<file path="src/rtl/imem_loader.sv">
`default_nettype none
// ============================================================================
// Module   : imem_loader
// Purpose  : Write side of the instruction memory. Packs a valid/ready byte
//            stream little-endian into DATA_WIDTH-bit words, writes them to
//            consecutive word addresses from 0, and holds the core in reset
//            (cpu_rst) until the requested number of words has been written.
// Options  : define IMEM_LOADER_CHECKSUM_EN to require a trailing XOR
//            checksum byte after the last word.
// Revision : 1.0 - initial release
// ============================================================================
module imem_loader #(
    parameter int DATA_WIDTH = 32,
    parameter int ADDR_WIDTH = 8
) (
    input  logic                  clk,
    input  logic                  rst,
    input  logic                  start,
    input  logic [ADDR_WIDTH:0]   len,
    input  logic                  byte_valid,
    input  logic [7:0]            byte_data,
    output logic                  byte_ready,
    output logic                  mem_we,
    output logic [ADDR_WIDTH-1:0] mem_addr,
    output logic [DATA_WIDTH-1:0] mem_wdata,
    output logic                  cpu_rst,
    output logic                  busy,
    output logic                  done,
    output logic                  csum_err
);

    localparam int BYTES = DATA_WIDTH / 8;
    localparam int BCW   = (BYTES > 1) ? $clog2(BYTES) : 1;

    localparam logic [BCW-1:0]        LAST_BYTE = BCW'(BYTES - 1);
    localparam logic [BCW-1:0]        BYTE_ONE  = BCW'(1);
    localparam logic [ADDR_WIDTH-1:0] WORD_ONE  = ADDR_WIDTH'(1);
    localparam logic [ADDR_WIDTH:0]   LEN_ONE   = {{ADDR_WIDTH{1'b0}}, 1'b1};
    // Largest legal load is the full memory depth.
    localparam logic [ADDR_WIDTH:0]   MAX_LEN   = {1'b1, {ADDR_WIDTH{1'b0}}};

    localparam logic [2:0] S_IDLE  = 3'd0;
    localparam logic [2:0] S_RECV  = 3'd1;
    localparam logic [2:0] S_WRITE = 3'd2;
    localparam logic [2:0] S_DONE  = 3'd3;
`ifdef IMEM_LOADER_CHECKSUM_EN
    localparam logic [2:0] S_CHK   = 3'd4;
`endif

    logic [2:0]            state_q,     state_d;
    logic [ADDR_WIDTH:0]   len_q,       len_d;
    logic [BCW-1:0]        byte_cnt_q,  byte_cnt_d;
    logic [ADDR_WIDTH-1:0] word_cnt_q,  word_cnt_d;
    logic [DATA_WIDTH-1:0] word_q,      word_d;
    logic [ADDR_WIDTH-1:0] mem_addr_q,  mem_addr_d;
    logic [DATA_WIDTH-1:0] mem_wdata_q, mem_wdata_d;
`ifdef IMEM_LOADER_CHECKSUM_EN
    logic [7:0]            csum_q,      csum_d;
    logic                  csum_err_q,  csum_err_d;
`endif

    // Next-state, byte assembly and write-port capture.
    always_comb begin
        state_d     = state_q;
        len_d       = len_q;
        byte_cnt_d  = byte_cnt_q;
        word_cnt_d  = word_cnt_q;
        word_d      = word_q;
        mem_addr_d  = mem_addr_q;
        mem_wdata_d = mem_wdata_q;
`ifdef IMEM_LOADER_CHECKSUM_EN
        csum_d      = csum_q;
        csum_err_d  = csum_err_q;
`endif
        case (state_q)
            S_IDLE, S_DONE: begin
                if (start) begin
                    byte_cnt_d = '0;
                    word_cnt_d = '0;
`ifdef IMEM_LOADER_CHECKSUM_EN
                    csum_d     = 8'h00;
                    csum_err_d = 1'b0;
`endif
                    if (len == '0) begin
`ifdef IMEM_LOADER_CHECKSUM_EN
                        state_d = S_CHK;
`else
                        state_d = S_DONE;
`endif
                    end else begin
                        len_d   = (len > MAX_LEN) ? MAX_LEN : len;
                        state_d = S_RECV;
                    end
                end
            end
            S_RECV: begin
                if (byte_valid) begin
                    word_d[{byte_cnt_q, 3'b000} +: 8] = byte_data;
`ifdef IMEM_LOADER_CHECKSUM_EN
                    csum_d = csum_q ^ byte_data;
`endif
                    if (byte_cnt_q == LAST_BYTE) begin
                        // Latch the finished word so the write port only
                        // changes when a write is actually issued.
                        byte_cnt_d  = '0;
                        mem_addr_d  = word_cnt_q;
                        mem_wdata_d = word_d;
                        state_d     = S_WRITE;
                    end else begin
                        byte_cnt_d = byte_cnt_q + BYTE_ONE;
                    end
                end
            end
            S_WRITE: begin
                word_cnt_d = word_cnt_q + WORD_ONE;
                if ({1'b0, word_cnt_q} == (len_q - LEN_ONE)) begin
`ifdef IMEM_LOADER_CHECKSUM_EN
                    state_d = S_CHK;
`else
                    state_d = S_DONE;
`endif
                end else begin
                    state_d = S_RECV;
                end
            end
`ifdef IMEM_LOADER_CHECKSUM_EN
            S_CHK: begin
                if (byte_valid) begin
                    csum_err_d = (byte_data != csum_q);
                    state_d    = S_DONE;
                end
            end
`endif
            default: state_d = S_IDLE;
        endcase
    end

    // State registers; reset aborts any load in flight.
    always_ff @(posedge clk or negedge rst) begin
        if (!rst) begin
            state_q     <= S_IDLE;
            len_q       <= '0;
            byte_cnt_q  <= '0;
            word_cnt_q  <= '0;
            word_q      <= '0;
            mem_addr_q  <= '0;
            mem_wdata_q <= '0;
`ifdef IMEM_LOADER_CHECKSUM_EN
            csum_q      <= 8'h00;
            csum_err_q  <= 1'b0;
`endif
        end else begin
            state_q     <= state_d;
            len_q       <= len_d;
            byte_cnt_q  <= byte_cnt_d;
            word_cnt_q  <= word_cnt_d;
            word_q      <= word_d;
            mem_addr_q  <= mem_addr_d;
            mem_wdata_q <= mem_wdata_d;
`ifdef IMEM_LOADER_CHECKSUM_EN
            csum_q      <= csum_d;
            csum_err_q  <= csum_err_d;
`endif
        end
    end

    assign mem_we    = (state_q == S_WRITE);
    assign mem_addr  = mem_addr_q;
    assign mem_wdata = mem_wdata_q;
    assign done      = (state_q == S_DONE);

`ifdef IMEM_LOADER_CHECKSUM_EN
    assign byte_ready = (state_q == S_RECV) || (state_q == S_CHK);
    assign busy       = (state_q == S_RECV) || (state_q == S_WRITE) || (state_q == S_CHK);
    assign csum_err   = csum_err_q;
    // A bad checksum keeps the core parked in reset even though loading ended.
    assign cpu_rst    = !((state_q == S_DONE) && !csum_err_q);
`else
    assign byte_ready = (state_q == S_RECV);
    assign busy       = (state_q == S_RECV) || (state_q == S_WRITE);
    assign csum_err   = 1'b0;
    assign cpu_rst    = (state_q != S_DONE);
`endif

endmodule
`default_nettype wire
</file>
<file path="config.mk">
export PLATFORM = sky130hd
export DESIGN_NAME = imem_loader
export DESIGN_NICKNAME = d
export VERILOG_FILES = /design/src/rtl/imem_loader.sv
export SDC_FILE = /design/constraint.sdc
export NUM_CORES = 1
export LEC_CHECK = 0
export CELL_PAD_IN_SITES_DETAIL_PLACEMENT = 1
export CELL_PAD_IN_SITES_GLOBAL_PLACEMENT = 1
export CORE_ASPECT_RATIO = 0.5
export CORE_UTILIZATION = 46
export DETAILED_ROUTE_END_ITERATION = 7
export GPL_TIMING_DRIVEN = 0
export HOLD_SLACK_MARGIN = 0.1
export PLACE_DENSITY = 0.91
export SKIP_CTS_REPAIR_TIMING = 1
export SLEW_MARGIN = 20
export SYNTH_ARGS = -nofsm -noshare
export SYNTH_HDL_FRONTEND = slang
export SYNTH_SLANG_ARGS = --single-unit
</file>
<file path="constraint.sdc">
create_clock -name clk -period 3.5 [get_ports clk]
set_clock_uncertainty 0.05 [all_clocks]
set_input_delay 0.525 -clock clk [delete_from_list [all_inputs] [get_ports clk]]
set_output_delay 0.525 -clock clk [all_outputs]
set_load 0.03 [all_outputs]
</file>
## Yosys cells after proc, flatten, opt, wreduce, memory -nomap -nowiden

Index checks and enable logic that the tools add are counted.

| word-level totals | value |
|---|---|
| flip-flop bits (word level) | 94 |
| output and inout port bits | 46 |
| logic and storage cells | 50 |

| cells by class | value |
|---|---|
| $add $sub $neg | 4 |
| $lt $le $gt $ge | 1 |
| equality and inequality tests | 9 |
| shifts and indexed selects | 2 |
| mux-type cells | 14 |
| bitwise gates (word level) | 1 |
| reductions and logical operators | 12 |

Operators by type and width:

| operator | number |
|---|---|
| bitwise mux 32 bit | 1 |
| variable shift 8 x 7 -> 32 bit, first input constant | 1 |
| indexed part select 8 x 7 -> 32 bit | 1 |
| case mux 8 bit (2 select lines) | 1 |
| AND reduction 3 bit | 4 |
| 2-to-1 mux 2 bit | 5 |
| equality test 8 x 9 -> 1 bit | 1 |
| > comparator 9 bit, second input constant | 1 |
| zero test 9 bit | 1 |
| 2-to-1 mux 3 bit | 3 |
| 2-to-1 mux 9 bit | 1 |
| case mux 3 bit (3 select lines) | 1 |
| subtractor 9 x 1 -> 9 bit, second input constant | 1 |
| adder 8 x 1 -> 8 bit, second input constant | 1 |
| 2-to-1 mux 8 bit | 1 |
| negator 5 -> 7 bit | 1 |
| equality test 3 x 2 -> 1 bit, second input constant | 2 |
| != test 2 bit, second input constant | 2 |
| case mux 2 bit (2 select lines) | 1 |
| AND reduction 2 bit | 2 |
| nonzero test 2 bit | 2 |
| equality test 3 x 1 -> 1 bit, second input constant | 1 |
| zero test 3 bit | 1 |
| != test 3 x 2 -> 1 bit, second input constant | 1 |
| 6 further kinds | 6 |

## Longest topological paths before layout

| logic depth | value |
|---|---|
| word-level depth | 4 |
| mapped depth | 9 |
| gate-level depth less buffers | 7 |

## Least setup slack after synthesis

Ideal clock, no wire load.

| timing | value |
|---|---|
| path kind | register to register |
| start point | register byte_cnt_q[0] |
| end point | register word_q[0] |
| library setup time | 0.121 ns |
| data arrival time | 1.893 ns |
| slack | 1.435 ns |
| stages on the path, launching flop included | 8 |
| buffers on the path | 2 |
| path through | dfrtp_1 inv_2 ha_1 and4bb_2 buf_4 and2_2 buf_6 a22o_2 |

| on the way | value |
|---|---|
| longest elaborated chain between the ends | 3 |

Ends and longest elaborated chain:

| element | RTL line | RTL |
|---|---|---|
| start, declared | 52 | `logic [BCW-1:0] byte_cnt_q, byte_cnt_d;` |
| start signal, assigned | 155 | `byte_cnt_q <= byte_cnt_d;` |
| negator 5 -> 7 bit * | 98 | `word_d[{byte_cnt_q, 3'b000} +: 8] = byte_data;` |
| indexed part select 8 x 7 -> 32 bit / variable shift 8 x 7 -> 32 bit (equally long branches) | 98 |  |
| bitwise mux 32 bit * | 98 |  |
| end signal, assigned | 157 | `word_q <= word_d;` |
| end, declared | 54 | `logic [DATA_WIDTH-1:0] word_q, word_d;` |

Every way passes the cells marked *; elsewhere a longest branch is shown, timed or not.
A chain may end at the register's enable or synchronous reset.

## Worst setup path in the final report

| timing | value |
|---|---|
| start point | register state_q[0] |
| end point | output busy |

| on the way | value |
|---|---|
| longest elaborated chain between the ends | 2 |

Ends and longest elaborated chain:

| element | RTL line | RTL |
|---|---|---|
| start, declared | 50 | `logic [2:0] state_q, state_d;` |
| start signal, assigned | 153 | `state_q <= state_d;` |
| equality test 3 x 1 -> 1 bit / equality test 3 x 2 -> 1 bit (equally long branches) | 180 | `assign busy = (state_q == S_RECV) \|\| (state_q == S_WRITE);` |
| logical OR 1 bit * | 180 |  |
| end, declared | 27 | `output logic busy,` |

Marked as above.

==> results.tsv <==
stage	metric	value	unit
route	Initial DRC Count	152	
sta	Finish-stage setup viols	0	
global_routing	total global-route track usage	0.249	
critical_path	crit-path max cell delay	0.66	ns
critical_path	Critical R2R Launch	byte_cnt_q[0]	
place	GP Congestion	0.789	
place	DP Wirelength	7830	um
logic_synthesis	EDFF count, synth	0	
critical_path	Setup Crit Path Kind	register to primary output	
power	PwrDens	734	mW/mm^2
sta	crit path time final	2.56	ns
global_routing	largest net degree at the start of global routing	79	
logic_synthesis	Async SR Flop Fraction	1.00	
logic_synthesis	sequential area share after synthesis	0.514	
final_layout	synth-to-layout area growth	23.2	%
logic_synthesis	FF+latch count, synth	93	
power	Pleak	2.47	nW
final_layout	share of cells above drive strength 1	0.112	
route	Via Count	3638	
sta	final hold vios	0	
run_status	status	complete, no violations	
logic_synthesis	post-synth cell types	49	
clock_tree	# H-tree levels	3	
global_routing	antenna violations before repair	0	
clock_tree	CTS Root Cell	clkbuf_16	
power	Comb power frac	0.406	
critical_path	crit-path cells	inv_1, ha_1, buf_6, inv_1, clkdlybuf4s50_1	
clock_tree	clk sinks	93	
power	Pint	2.50	mW
critical_path	CP Launch Point	state_q[0]	
critical_path	Crit path required time	2.92	ns
power	switching share of power	0.390	
logic_synthesis	Net Count, Synth	475	
global_routing	first-pass GRT wire length	19300	um
route	drt wl/cell	18.0	um
power	Max rail drop VDD	391	uV
worst_hold_path	Hold Crit Class	register to register	
logic_synthesis	Ys Warns	0	
clock_tree	Bufs on Longest Clock Path	2	
die	die width	142	um
power	Psw	1.60	mW
place	placed inst area	0.00530	mm^2
route	Final ANT Viol Nets	0	
critical_path	CP max stage cell	clkdlybuf4s50_1	
critical_path	CP dominant cell by count	inv_1	
logic_synthesis	Yosys top cell by area	dfrtp_1	
logic_synthesis	synthesized area per cell	10.3	um^2
critical_path	CP Max Fanout	9	
final_layout	FF+latch area	0.00233	mm^2
global_routing	gr ovfl total	0	
sta	relative slew slack	0.541	
worst_hold_path	hold_sp	mem_wdata[25]	
critical_path	startpoint types	register	
final_layout	finished layout cell area	0.00559	mm^2
critical_path	Crit path buffers/inverters	4	
die	Die Y	72.2	um
final_layout	Fill cells	1067	
sta	Final Cycle Share	0.732	
power	clock network fraction of total power	0.224	
power	Flop pwr share	0.370	
die	floorplan core area	0.00951	mm^2
logic_synthesis	Main synth FF type	dfrtp_1	
route	Via density	5.58	
logic_synthesis	Synth top area share	0.514	
final_layout	area of the multi-input gates	0.00202	mm^2
place	Port Buffers	57	
route	Total Wirelength	11700	um
sta	setup TNS	0	ns
critical_path	CP endpoint kind	primary output	
logic_synthesis	top cells by area, synth	dfrtp_1, a22o_1, o21ai_0, nor2b_1, nand2_1	
die	initial core utilization	0.477	
clock_tree	cts bufs inserted	9	
die	row cnt	25	
run	total of max-cap violations	0	
sta	fmax	390	MHz
logic_synthesis	post-synth design cell area	0.00453	mm^2
sta	Slew Viols, Final	0	
die	die footprint	0.0103	mm^2
clock_tree	clk slew on worst S/H paths	0.07	ns
route	first drt pass iteration count	4	
clock_tree	clk_lat worst skew	0.35	ns
logic_synthesis	Syn Inst Count	442	
route	drt drc	0	
die	I/O Pins	67	
final_layout	nets	545	
global_routing	vias in the first global route	3777	
sta	actual slew at the worst max-slew pin	0.684	ns
clock_tree	CTS tree	yes	
critical_path	Critical Path AT	1.99	ns
sta	RSZ-0062 raised after global routing	false	
final_layout	diode count	0	
critical_path	Largest delay share family, worst path	buffers and inverters	
==> cells in the mapped netlist (2+ instances only) <==
| cell | instances |
|---|---|
| a21oi_1 | 38 |
| a22o_1 | 29 |
| a22o_2 | 8 |
| a31o_2 | 2 |
| a32o_1 | 2 |
| and2_1 | 4 |
| and3_1 | 2 |
| buf_1 | 10 |
| buf_2 | 4 |
| buf_4 | 4 |
| buf_6 | 3 |
| clkbuf_1 | 8 |
| dfrtp_1 | 93 |
| ha_1 | 12 |
| inv_1 | 9 |
| mux2_2 | 9 |
| mux2i_1 | 2 |
| nand2_1 | 51 |
| nand2b_1 | 6 |
| nand3_1 | 5 |
| nand3b_1 | 3 |
| nand4_1 | 3 |
| nor2_1 | 14 |
| nor2b_1 | 33 |
| nor3_1 | 2 |
| nor3_2 | 3 |
| nor4_1 | 2 |
| o211ai_1 | 2 |
| o21ai_0 | 46 |
| or3_1 | 4 |
| xnor2_1 | 6 |
| xor2_1 | 6 |
==> through the flow <==
step | utilization | hold WS, ns | cells | power, mW | worst slack [ns]
floorplan | - | 0.179 | 442 | 2.62 | 1.44
global placement | 0.554 | 0.414 | 634 | 3.08 | -1.51
detailed placement | 0.557 | 0.312 | 635 | 3.16 | 1.07
CTS | 0.586 | -0.0617 | 651 | 4.12 | 0.931
global route | 0.587 | 0.459 | 652 | 4.33 | 0.846
finish | 0.587 | 0.430 | 652 | 4.10 | 0.939
==> sequential cells by signal, summed over array words and instances, names as in the netlist <==
| register | flops |
|---|---|
| mem_wdata | 32 |
| word_q | 32 |
| mem_addr | 8 |
| len_q | 9 |
| state_q | 2 |
| word_cnt_q | 8 |
| byte_cnt_q | 2 |
==> layout make-up <==
| type | count | share of cell area |
|---|---|---|
| clock inverter | 6 | 0.00829 |
| clock buffer | 10 | 0.0410 |
| inverter | 10 | 0.00672 |
| timing repair buffer | 59 | 0.109 |
| sequential | 93 | 0.417 |
| buffer | 29 | 0.0271 |
| tap | 135 | 0.0302 |
| multi-input combinational | 310 | 0.361 |
==> worst register-to-register path, cell delays in order, from the launching register on <==
cell,delay (ns)
dfrtp_1,0.48
inv_2,0.19
ha_1,0.44
nand2_1,0.14
nor3_2,0.51
and2_1,0.23
buf_2,0.20
a22o_1,0.18
==> per-layer routing <==
layer,GRT usage,vias to the layer above,part of all wire
li1,-,1690,-
met1,0.307,1844,0.44
met2,0.443,90,0.50
met3,0.0482,14,0.043
met4,0.0872,0,0.014
met5,0,-,0
==> logic make-up after synthesis <==
family,Yosys count,share of synthesized area
compound gates,134,0.192
xor+xnor,12,0.0232
fa+ha+maj,12,0.0331
buf+inv,39,0.0417
flops,93,0.514
mux,11,0.0268
other cells,1,0.000827
simple gates,140,0.169
==> final timing paths <==
check,endpoint,slack [ns],cells after the start
worst max-delay path,busy,0.94,5
worst min-delay path,mem_wdata[25],0.43,2
worst max register to register,word_q[19],1.02,7
worst min register to register,mem_wdata[25],0.43,2
max in group asynchronous,state_q[1],2.28,3
min in group asynchronous,mem_wdata[24],0.52,2
==> cell usage in the layout (no fill, tap or decap), types with 6 or more instances in the layout <==
| cell type | Yosys | routed |
|---|---|---|
| clkbuf_1 | 8 | 9 |
| nand2b_1 | 6 | 6 |
| xor2_1 | 6 | 6 |
| a22o_1 | 29 | 29 |
| ha_1 | 12 | 12 |
| clkdlybuf4s50_1 | 0 | 56 |
| xnor2_1 | 6 | 6 |
| inv_1 | 9 | 9 |
| clkbuf_16 | 0 | 9 |
| a21oi_1 | 38 | 38 |
| nor2_1 | 14 | 14 |
| nand2_1 | 51 | 51 |
| buf_1 | 10 | 10 |
| a22o_2 | 8 | 8 |
| nor2b_1 | 33 | 33 |
| mux2_2 | 9 | 9 |
| o21ai_0 | 46 | 46 |
| dfrtp_1 | 93 | 93 |
==> power by group through the flow <==
stage                     clock, mW  combinational, mW  sequential, mW
after floorplan                   0              0.978            1.64
after global placement            0               1.56            1.51
after detailed placement          0               1.63            1.53
after CTS                     0.928               1.68            1.52
after global routing          0.972               1.81            1.55
final                         0.916               1.66            1.52
(Power assumes the default switching activity.)
